===== config.mk =====
export PLATFORM = sky130hd
export DESIGN_NAME = param_addsub_seq
export DESIGN_NICKNAME = d
export VERILOG_FILES = /design/src/rtl/addsub_pkg.sv /design/src/rtl/nbit_adder.sv /design/src/rtl/param_addsub_seq.sv
export SDC_FILE = /design/constraint.sdc
export NUM_CORES = 1
export LEC_CHECK = 0
export BUFFER_PORTS_ARGS = -buffer_cell sky130_fd_sc_hd__buf_4
export CORE_MARGIN = 2
export CORE_UTILIZATION = 48
export DETAILED_ROUTE_END_ITERATION = 7
export PLACE_DENSITY_LB_ADDON = 0.15
export SYNTH_ARGS = -nofsm -noshare
export SYNTH_HDL_FRONTEND = slang
export SYNTH_HIERARCHICAL = 1
export SYNTH_SLANG_ARGS = --single-unit

===== constraint.sdc =====
create_clock -name i_clk_in -period 5.1 [get_ports i_clk_in]
set_input_delay 1.275 -clock i_clk_in [delete_from_list [all_inputs] [get_ports i_clk_in]]
set_output_delay 1.275 -clock i_clk_in [all_outputs]
set_load 0.01 [all_outputs]

===== src/rtl/addsub_pkg.sv =====
// Shared definitions for the sequential add/subtract block: FSM encoding
// and the ASCII characters that select what the debug LEDs show.
package addsub_pkg;

  typedef enum logic [1:0] {
    ST_IDLE = 2'd0,
    ST_CALC = 2'd1,
    ST_DONE = 2'd2
  } state_t;

  localparam int CNT_W = 4;

  localparam logic [7:0] CH_CR     = 8'h0D;
  localparam logic [7:0] CH_Z      = 8'h7A;
  localparam logic [7:0] CH_LBRACE = 8'h7B;
  localparam logic [7:0] CH_PIPE   = 8'h7C;
  localparam logic [7:0] CH_RBRACE = 8'h7D;
  localparam logic [7:0] CH_TILDE  = 8'h7E;
  localparam logic [7:0] CH_DEL    = 8'h7F;

endpackage


===== src/rtl/nbit_adder.sv =====
// Purely combinational ripple-carry adder: {carry, sum} = r1 + r2 + ci.
module nbit_adder #(
  parameter int WIDTH = 8
) (
  input  logic [WIDTH-1:0] r1,
  input  logic [WIDTH-1:0] r2,
  input  logic             ci,
  output logic [WIDTH-1:0] sum,
  output logic             carry
);

  logic c_s;

  // Ripple the carry bit by bit from the LSB
  always_comb begin
    sum = {WIDTH{1'b0}};
    c_s = ci;
    for (int i = 0; i < WIDTH; i++) begin
      sum[i] = r1[i] ^ r2[i] ^ c_s;
      c_s    = (r1[i] & r2[i]) | (c_s & (r1[i] ^ r2[i]));
    end
    carry = c_s;
  end

endmodule


===== src/rtl/param_addsub_seq.sv =====
// Sequential add/subtract unit: edge-detected request, LAT-clock compute
// delay, RDY_W-clock ready pulse, rejected-request pulse and debug display.
module param_addsub_seq
  import addsub_pkg::*;
#(
  parameter int WIDTH = 8,
  parameter int LAT   = 4,
  parameter int RDY_W = 2
) (
  input  logic             i_clk_in,
  input  logic             i_rst,
  input  logic             i_data_rdy,
  input  logic             i_sub,
  input  logic [WIDTH-1:0] i_r1,
  input  logic [WIDTH-1:0] i_r2,
  input  logic             i_ctrl_signal,
  input  logic [7:0]       i_ctrl,
  output logic [WIDTH-1:0] o_sum,
  output logic             o_cout,
  output logic             o_ovf,
  output logic             o_rdy,
  output logic             o_busy,
  output logic             o_drop,
  output logic [7:0]       o_debug_led
);

  localparam int              MSB    = WIDTH - 1;
  localparam logic [CNT_W-1:0] LAT_LD = CNT_W'(LAT - 1);
  localparam logic [CNT_W-1:0] RDY_LD = CNT_W'(RDY_W - 1);

  state_t            state_r, state_s;
  logic [1:0]        tap_r;
  logic [CNT_W-1:0]  cnt_r, cnt_s;
  logic [WIDTH-1:0]  x_r, x_s, y_r, y_s, sum_r, sum_s, add_sum_s;
  logic              cin_r, cin_s, cout_r, cout_s, ovf_r, ovf_s;
  logic              rdy_r, rdy_s, busy_r, busy_s, drop_r, drop_s;
  logic              add_carry_s, req_s;
  logic [1:0]        state_bits_s;
  logic [7:0]        led_r, led_s, sum8_s, x8_s, y8_s, r1_8_s, r2_8_s;

  assign req_s        = tap_r[0] & ~tap_r[1];
  assign state_bits_s = state_r;

  nbit_adder #(.WIDTH(WIDTH)) u_adder (
    .r1    (x_r),
    .r2    (y_r),
    .ci    (cin_r),
    .sum   (add_sum_s),
    .carry (add_carry_s)
  );

  // Debug views are always 8 bits wide; narrow operands are zero-extended
  if (WIDTH >= 8) begin : g_wide
    assign sum8_s = sum_r[7:0];
    assign x8_s   = x_r[7:0];
    assign y8_s   = y_r[7:0];
    assign r1_8_s = i_r1[7:0];
    assign r2_8_s = i_r2[7:0];
  end else begin : g_narrow
    assign sum8_s = {{(8-WIDTH){1'b0}}, sum_r};
    assign x8_s   = {{(8-WIDTH){1'b0}}, x_r};
    assign y8_s   = {{(8-WIDTH){1'b0}}, y_r};
    assign r1_8_s = {{(8-WIDTH){1'b0}}, i_r1};
    assign r2_8_s = {{(8-WIDTH){1'b0}}, i_r2};
  end

  // Next-state and next-datapath logic; requests outside IDLE are dropped
  always_comb begin
    state_s = state_r;
    cnt_s   = cnt_r;
    x_s     = x_r;
    y_s     = y_r;
    cin_s   = cin_r;
    sum_s   = sum_r;
    cout_s  = cout_r;
    ovf_s   = ovf_r;
    rdy_s   = 1'b0;
    drop_s  = 1'b0;
    case (state_r)
      ST_IDLE: begin
        if (req_s) begin
          x_s     = i_r1;
          y_s     = i_sub ? ~i_r2 : i_r2;
          cin_s   = i_sub;
          cnt_s   = LAT_LD;
          state_s = ST_CALC;
        end else begin
          state_s = ST_IDLE;
        end
      end
      ST_CALC: begin
        drop_s = req_s;
        if (cnt_r == {CNT_W{1'b0}}) begin
          sum_s   = add_sum_s;
          cout_s  = add_carry_s;
          ovf_s   = (x_r[MSB] == y_r[MSB]) & (add_sum_s[MSB] != x_r[MSB]);
          cnt_s   = RDY_LD;
          rdy_s   = 1'b1;
          state_s = ST_DONE;
        end else begin
          cnt_s = cnt_r - {{(CNT_W-1){1'b0}}, 1'b1};
        end
      end
      ST_DONE: begin
        drop_s = req_s;
        if (cnt_r == {CNT_W{1'b0}}) begin
          state_s = ST_IDLE;
        end else begin
          cnt_s = cnt_r - {{(CNT_W-1){1'b0}}, 1'b1};
          rdy_s = 1'b1;
        end
      end
      default: begin
        state_s = ST_IDLE;
      end
    endcase
    busy_s = (state_s != ST_IDLE);
  end

  // Debug display select; unknown characters hold the current value
  always_comb begin
    led_s = led_r;
    if (i_ctrl_signal) begin
      case (i_ctrl)
        CH_CR:     led_s = {ovf_r, cout_r, sum8_s[5:0]};
        CH_LBRACE: led_s = x8_s;
        CH_RBRACE: led_s = y8_s;
        CH_PIPE:   led_s = r1_8_s;
        CH_TILDE:  led_s = r2_8_s;
        CH_Z:      led_s = {state_bits_s, cnt_r, cin_r, busy_r};
        CH_DEL:    led_s = 8'h00;
        default:   led_s = led_r;
      endcase
    end else begin
      led_s = sum8_s;
    end
  end

  // FSM state register
  always_ff @(posedge i_clk_in or posedge i_rst) begin
    if (i_rst) begin
      state_r <= ST_IDLE;
    end else begin
      state_r <= state_s;
    end
  end

  // Datapath, request tap and registered outputs
  always_ff @(posedge i_clk_in or posedge i_rst) begin
    if (i_rst) begin
      tap_r  <= 2'b00;
      cnt_r  <= {CNT_W{1'b0}};
      x_r    <= {WIDTH{1'b0}};
      y_r    <= {WIDTH{1'b0}};
      cin_r  <= 1'b0;
      sum_r  <= {WIDTH{1'b0}};
      cout_r <= 1'b0;
      ovf_r  <= 1'b0;
      rdy_r  <= 1'b0;
      busy_r <= 1'b0;
      drop_r <= 1'b0;
      led_r  <= 8'h00;
    end else begin
      tap_r  <= {tap_r[0], i_data_rdy};
      cnt_r  <= cnt_s;
      x_r    <= x_s;
      y_r    <= y_s;
      cin_r  <= cin_s;
      sum_r  <= sum_s;
      cout_r <= cout_s;
      ovf_r  <= ovf_s;
      rdy_r  <= rdy_s;
      busy_r <= busy_s;
      drop_r <= drop_s;
      led_r  <= led_s;
    end
  end

  assign o_sum       = sum_r;
  assign o_cout      = cout_r;
  assign o_ovf       = ovf_r;
  assign o_rdy       = rdy_r;
  assign o_busy      = busy_r;
  assign o_drop      = drop_r;
  assign o_debug_led = led_r;

endmodule


==> impl_summary.log <==
[metrics] outcome: completed
[metrics] count of final max-slew check failures: 0
[metrics] number of nets in the final layout: roughly 350
[metrics] endpoints failing setup: 0
[metrics] kind of start point of the critical path: register
[metrics] depth of the worst register-to-register path: 14
[metrics] hold path cells: 0
[metrics] Cell Pwr Density: between 400 and 500 nW/um^2
[metrics] number of synthesized register bits: 46
[metrics] ordered list of cells on the worst path: fa_1 > inv_1 > fa_1 > inv_1 > fa_1 > fa_1 > fa_1 > fa_1 > fa_1 > inv_1 > fa_1 > inv_1 > or3b_2 > a31oi_1
[metrics] Slowest-stage cell, CP: sky130_fd_sc_hd__or3b_2
[metrics] Crit. End Element: register
[metrics] total number of yosys warnings: 6
[metrics] area delta synth->final: 18.3%
[metrics] Rel. slew slack: 31.1%
[metrics] routed via count divided by cell count: 5.69
[metrics] Die Y-Extent: 79.9 um
[metrics] worst-case clock skew: ~5.6 ps
[metrics] HPWL after detailed placement: approximately 4700 um
[metrics] type of the worst min-delay path: register to register
[metrics] number of buffers inserted by port buffering: 49
[metrics] Wirelength per Cell: roughly 17 um
[metrics] CTS sink cnt: 46
[metrics] wire length reported by the detailed router: between 6000 and 7000 um
[metrics] Most Used Layer, Global Route: met2
[metrics] max incr delay on CP: 440 ps
[metrics] clock root buffer: sky130_fd_sc_hd__clkbuf_8
[metrics] H-Tree Level Count: 2
[metrics] number of cell rows: 27
[metrics] RSZ-0062 raised after global routing: false
[metrics] count of flip-flops with a built-in enable after synthesis: 0
[metrics] share of synthesized area occupied by flip-flops and latches: 41.7%
[metrics] wire length of the first global-routing pass: between 10000 and 15000 um
[metrics] Die Footprint: roughly 6400 um^2
[metrics] post-route non-filler standard cell count: approximately 380
[metrics] post-CTS setup buffer count: 0
[metrics] total via count in the routed design: 2173
[metrics] number of global-route vias before repair: about 2100
[metrics] routability-driven placement congestion ratio: a little under 0.9
[metrics] global-route track usage on met2: ~36%
[metrics] PnR Total Power: between 1000 and 1500 uW
[metrics] Setup Total Neg Slack: 0 ps
[metrics] final hold slack: ~410 ps
[metrics] number of nets in the synthesized netlist: approximately 310
[metrics] most repeated cell in the gate-level netlist after synthesis: sky130_fd_sc_hd__dfrtp_1
[metrics] worst-path maximum fanout: 3
[metrics] Resize count post-CTS: 0
[metrics] period utilization: between 80 and 90%
[metrics] critical path arrival: 4570 ps
[metrics] area share of the largest cell type after synthesis: 41.7%
[metrics] core utilization of the finished layout: about three fifths
[metrics] final worst path period need: 4350 ps
[metrics] largest net degree at the start of global routing: 47
[metrics] CP Class: register to register
[metrics] cells after synthesis: approximately 260
[metrics] Starting Density: roughly half
[metrics] placed cell count: approximately 370
[metrics] crit-path most repeated cell: sky130_fd_sc_hd__fa_1
[metrics] Leak Pwr: roughly 0.0015 uW
[metrics] number of antenna violations at the first check in global routing: 0
[metrics] maximum buffer depth of the clock tree: 2
[metrics] area of the mapped netlist: 2760 um^2
[metrics] combined global-route utilization of all metal layers: ~22%
[metrics] antenna fix cells: 0
[metrics] total of hold buffers inserted after clock tree synthesis: 0
[metrics] termination of the worst setup path: o_ovf$_DFFE_PP0P_
[metrics] CTS tree: done
[metrics] met3 usage: around 4.6%
[metrics] share of flip-flops with an asynchronous set or reset after synthesis: 100%
[metrics] I/O pins: 50
[metrics] DRC violations left: 0
[metrics] endpoint of the worst register-to-register path: o_ovf$_DFFE_PP0P_
[metrics] Remaining Overflow, GRT: 0
[metrics] remaining antenna violation count: 0
[metrics] met1 track demand over resource in global routing: between 20% and 30%
[metrics] Post-synth top flop: sky130_fd_sc_hd__dfrtp_1
[metrics] Hold Fails Final Rpt: 0
[metrics] Inserted Clock Buffers: 5
[metrics] clock insertion delay at the later pin of the skew report: ~300 ps
[metrics] Least-Margin Pin Slew: between 1000 and 1500 ps
[metrics] commonest cells in the synthesized netlist: sky130_fd_sc_hd__dfrtp_1 (46), sky130_fd_sc_hd__inv_1 (23), sky130_fd_sc_hd__nand2_1 (16)
[metrics] register-to-register setup slack: between 700 and 800 ps
[metrics] beginning of the worst register-to-register path: x8_s[0]$_DFFE_PP0N_
[metrics] peak supply drop: 0.212 mV
[metrics] Critical Path Start: x8_s[0]$_DFFE_PP0N_
[metrics] number of design-rule violations left by the first detailed-router iteration: between 150 and 200
[metrics] Yosys top cell by area: sky130_fd_sc_hd__dfrtp_1
[metrics] clock transition time at the flip-flop clock pins of the worst setup and hold paths: around 80 ps
[metrics] Area contributors post-synth: sky130_fd_sc_hd__dfrtp_1 (42%), sky130_fd_sc_hd__fa_1 (5.8%), sky130_fd_sc_hd__mux2_2 (5.3%)
[metrics] fmax: approximately 230 MHz
[metrics] Avg Cell Area, Syn: between 10 and 15 um^2
[metrics] core footprint: 5540 um^2
[metrics] ratio of cells with drive above 1 in the final layout: 25.5%
[metrics] number of distinct library cells after synthesis: between 50 and 60
[metrics] max cap viols: 0
[metrics] DIE WIDTH: between 70 and 80 um
[metrics] required time of the worst setup path: 5320 ps
[metrics] DR pass1 iterations: 4
[layout by cell type (no fill, tap or decap), types with 4 or more instances in the layout]
master / n
sky130_fd_sc_hd__a211oi_1: 6
sky130_fd_sc_hd__a21oi_1: 12
sky130_fd_sc_hd__a221oi_1: 6
sky130_fd_sc_hd__a31oi_1: 4
sky130_fd_sc_hd__buf_4: 49
sky130_fd_sc_hd__clkbuf_8: 5
sky130_fd_sc_hd__dfrtp_1: 46
sky130_fd_sc_hd__fa_1: 8
sky130_fd_sc_hd__ha_1: 6
sky130_fd_sc_hd__inv_1: 22
sky130_fd_sc_hd__mux2_1: 9
sky130_fd_sc_hd__mux2_2: 13
sky130_fd_sc_hd__nand2_1: 16
sky130_fd_sc_hd__nand2b_1: 6
sky130_fd_sc_hd__nand3_1: 6
sky130_fd_sc_hd__nand3b_1: 4
sky130_fd_sc_hd__nor2_1: 10
sky130_fd_sc_hd__nor2b_1: 6
sky130_fd_sc_hd__nor3_1: 7
sky130_fd_sc_hd__o21ai_0: 10
sky130_fd_sc_hd__xnor2_1: 7
[cells by family after synthesis]
group	synth area share, %
AOI/OAI and AO/OA	16.8
and+or+nand+nor	14.6
muxes	10.6
DFF	41.7
adders and majority gates	8.51
xor gates and xnor gates	2.54
buffers and inverters	5.25
[flip-flops by register name, indices dropped and copies added (netlist names)]
| signal | cells |
|---|---|
| y8_s | 8 |
| o_sum | 8 |
| o_ovf | 1 |
| o_rdy | 1 |
| cnt_r | 4 |
| o_drop | 1 |
| o_cout | 1 |
| x8_s | 8 |
| o_debug_led | 8 |
| cin_r | 1 |
| state_bits_s | 2 |
| o_busy | 1 |
| tap_r | 2 |
[critical path, delay by kind of cell, from the launching register on]
family / cells / cell delay, ps
fa+ha+maj: 8 / 2950
simple gates: 1 / 440
flops: 1 / 420
buf+inv: 4 / 290
compound gates: 1 / 170
[worst min path at each step]
stage,start,to,slack [ps]
after floorplan,tap_r[0]$_DFF_PP0_,tap_r[1]$_DFF_PP0_,370
after global placement,tap_r[0]$_DFF_PP0_,tap_r[1]$_DFF_PP0_,390
after detailed placement,tap_r[0]$_DFF_PP0_,tap_r[1]$_DFF_PP0_,390
after CTS,tap_r[0]$_DFF_PP0_,tap_r[1]$_DFF_PP0_,410
after global routing,tap_r[0]$_DFF_PP0_,tap_r[1]$_DFF_PP0_,440
final,tap_r[0]$_DFF_PP0_,tap_r[1]$_DFF_PP0_,410
[layout make-up]
| class | count | area (um^2) |
|---|---|---|
| Inverter | 23 | 86.3 |
| Fill cell | 517 | 2270 |
| Multi-Input combinational cell | 184 | 1470 |
| Tap cell | 72 | 90.1 |
| Sequential cell | 46 | 1150 |
| Clock buffer | 7 | 76.3 |
| Timing Repair Buffer | 49 | 368 |
| Clock inverter | 1 | 30.0 |
[power by group]
part           switching, uW  total [uW]  internal [uW]
combinational            251         524            272
sequential               102         579            477
clock                    123         269            147
[layer usage]
metal	part of all wire, %	up-vias
li1	-	1041
met1	45	1068
met2	49	55
met3	4.7	9
met4	1.6	0
met5	0	-
[stage by stage]
step / worst slack, ps / area, um^2
CTS: 763 / 3270
global placement: 846 / 3160
floorplan: 997 / 2760
global route: 565 / 3270
finish: 747 / 3270
detailed placement: 787 / 3160
Power figures use the tool's default switching activity.
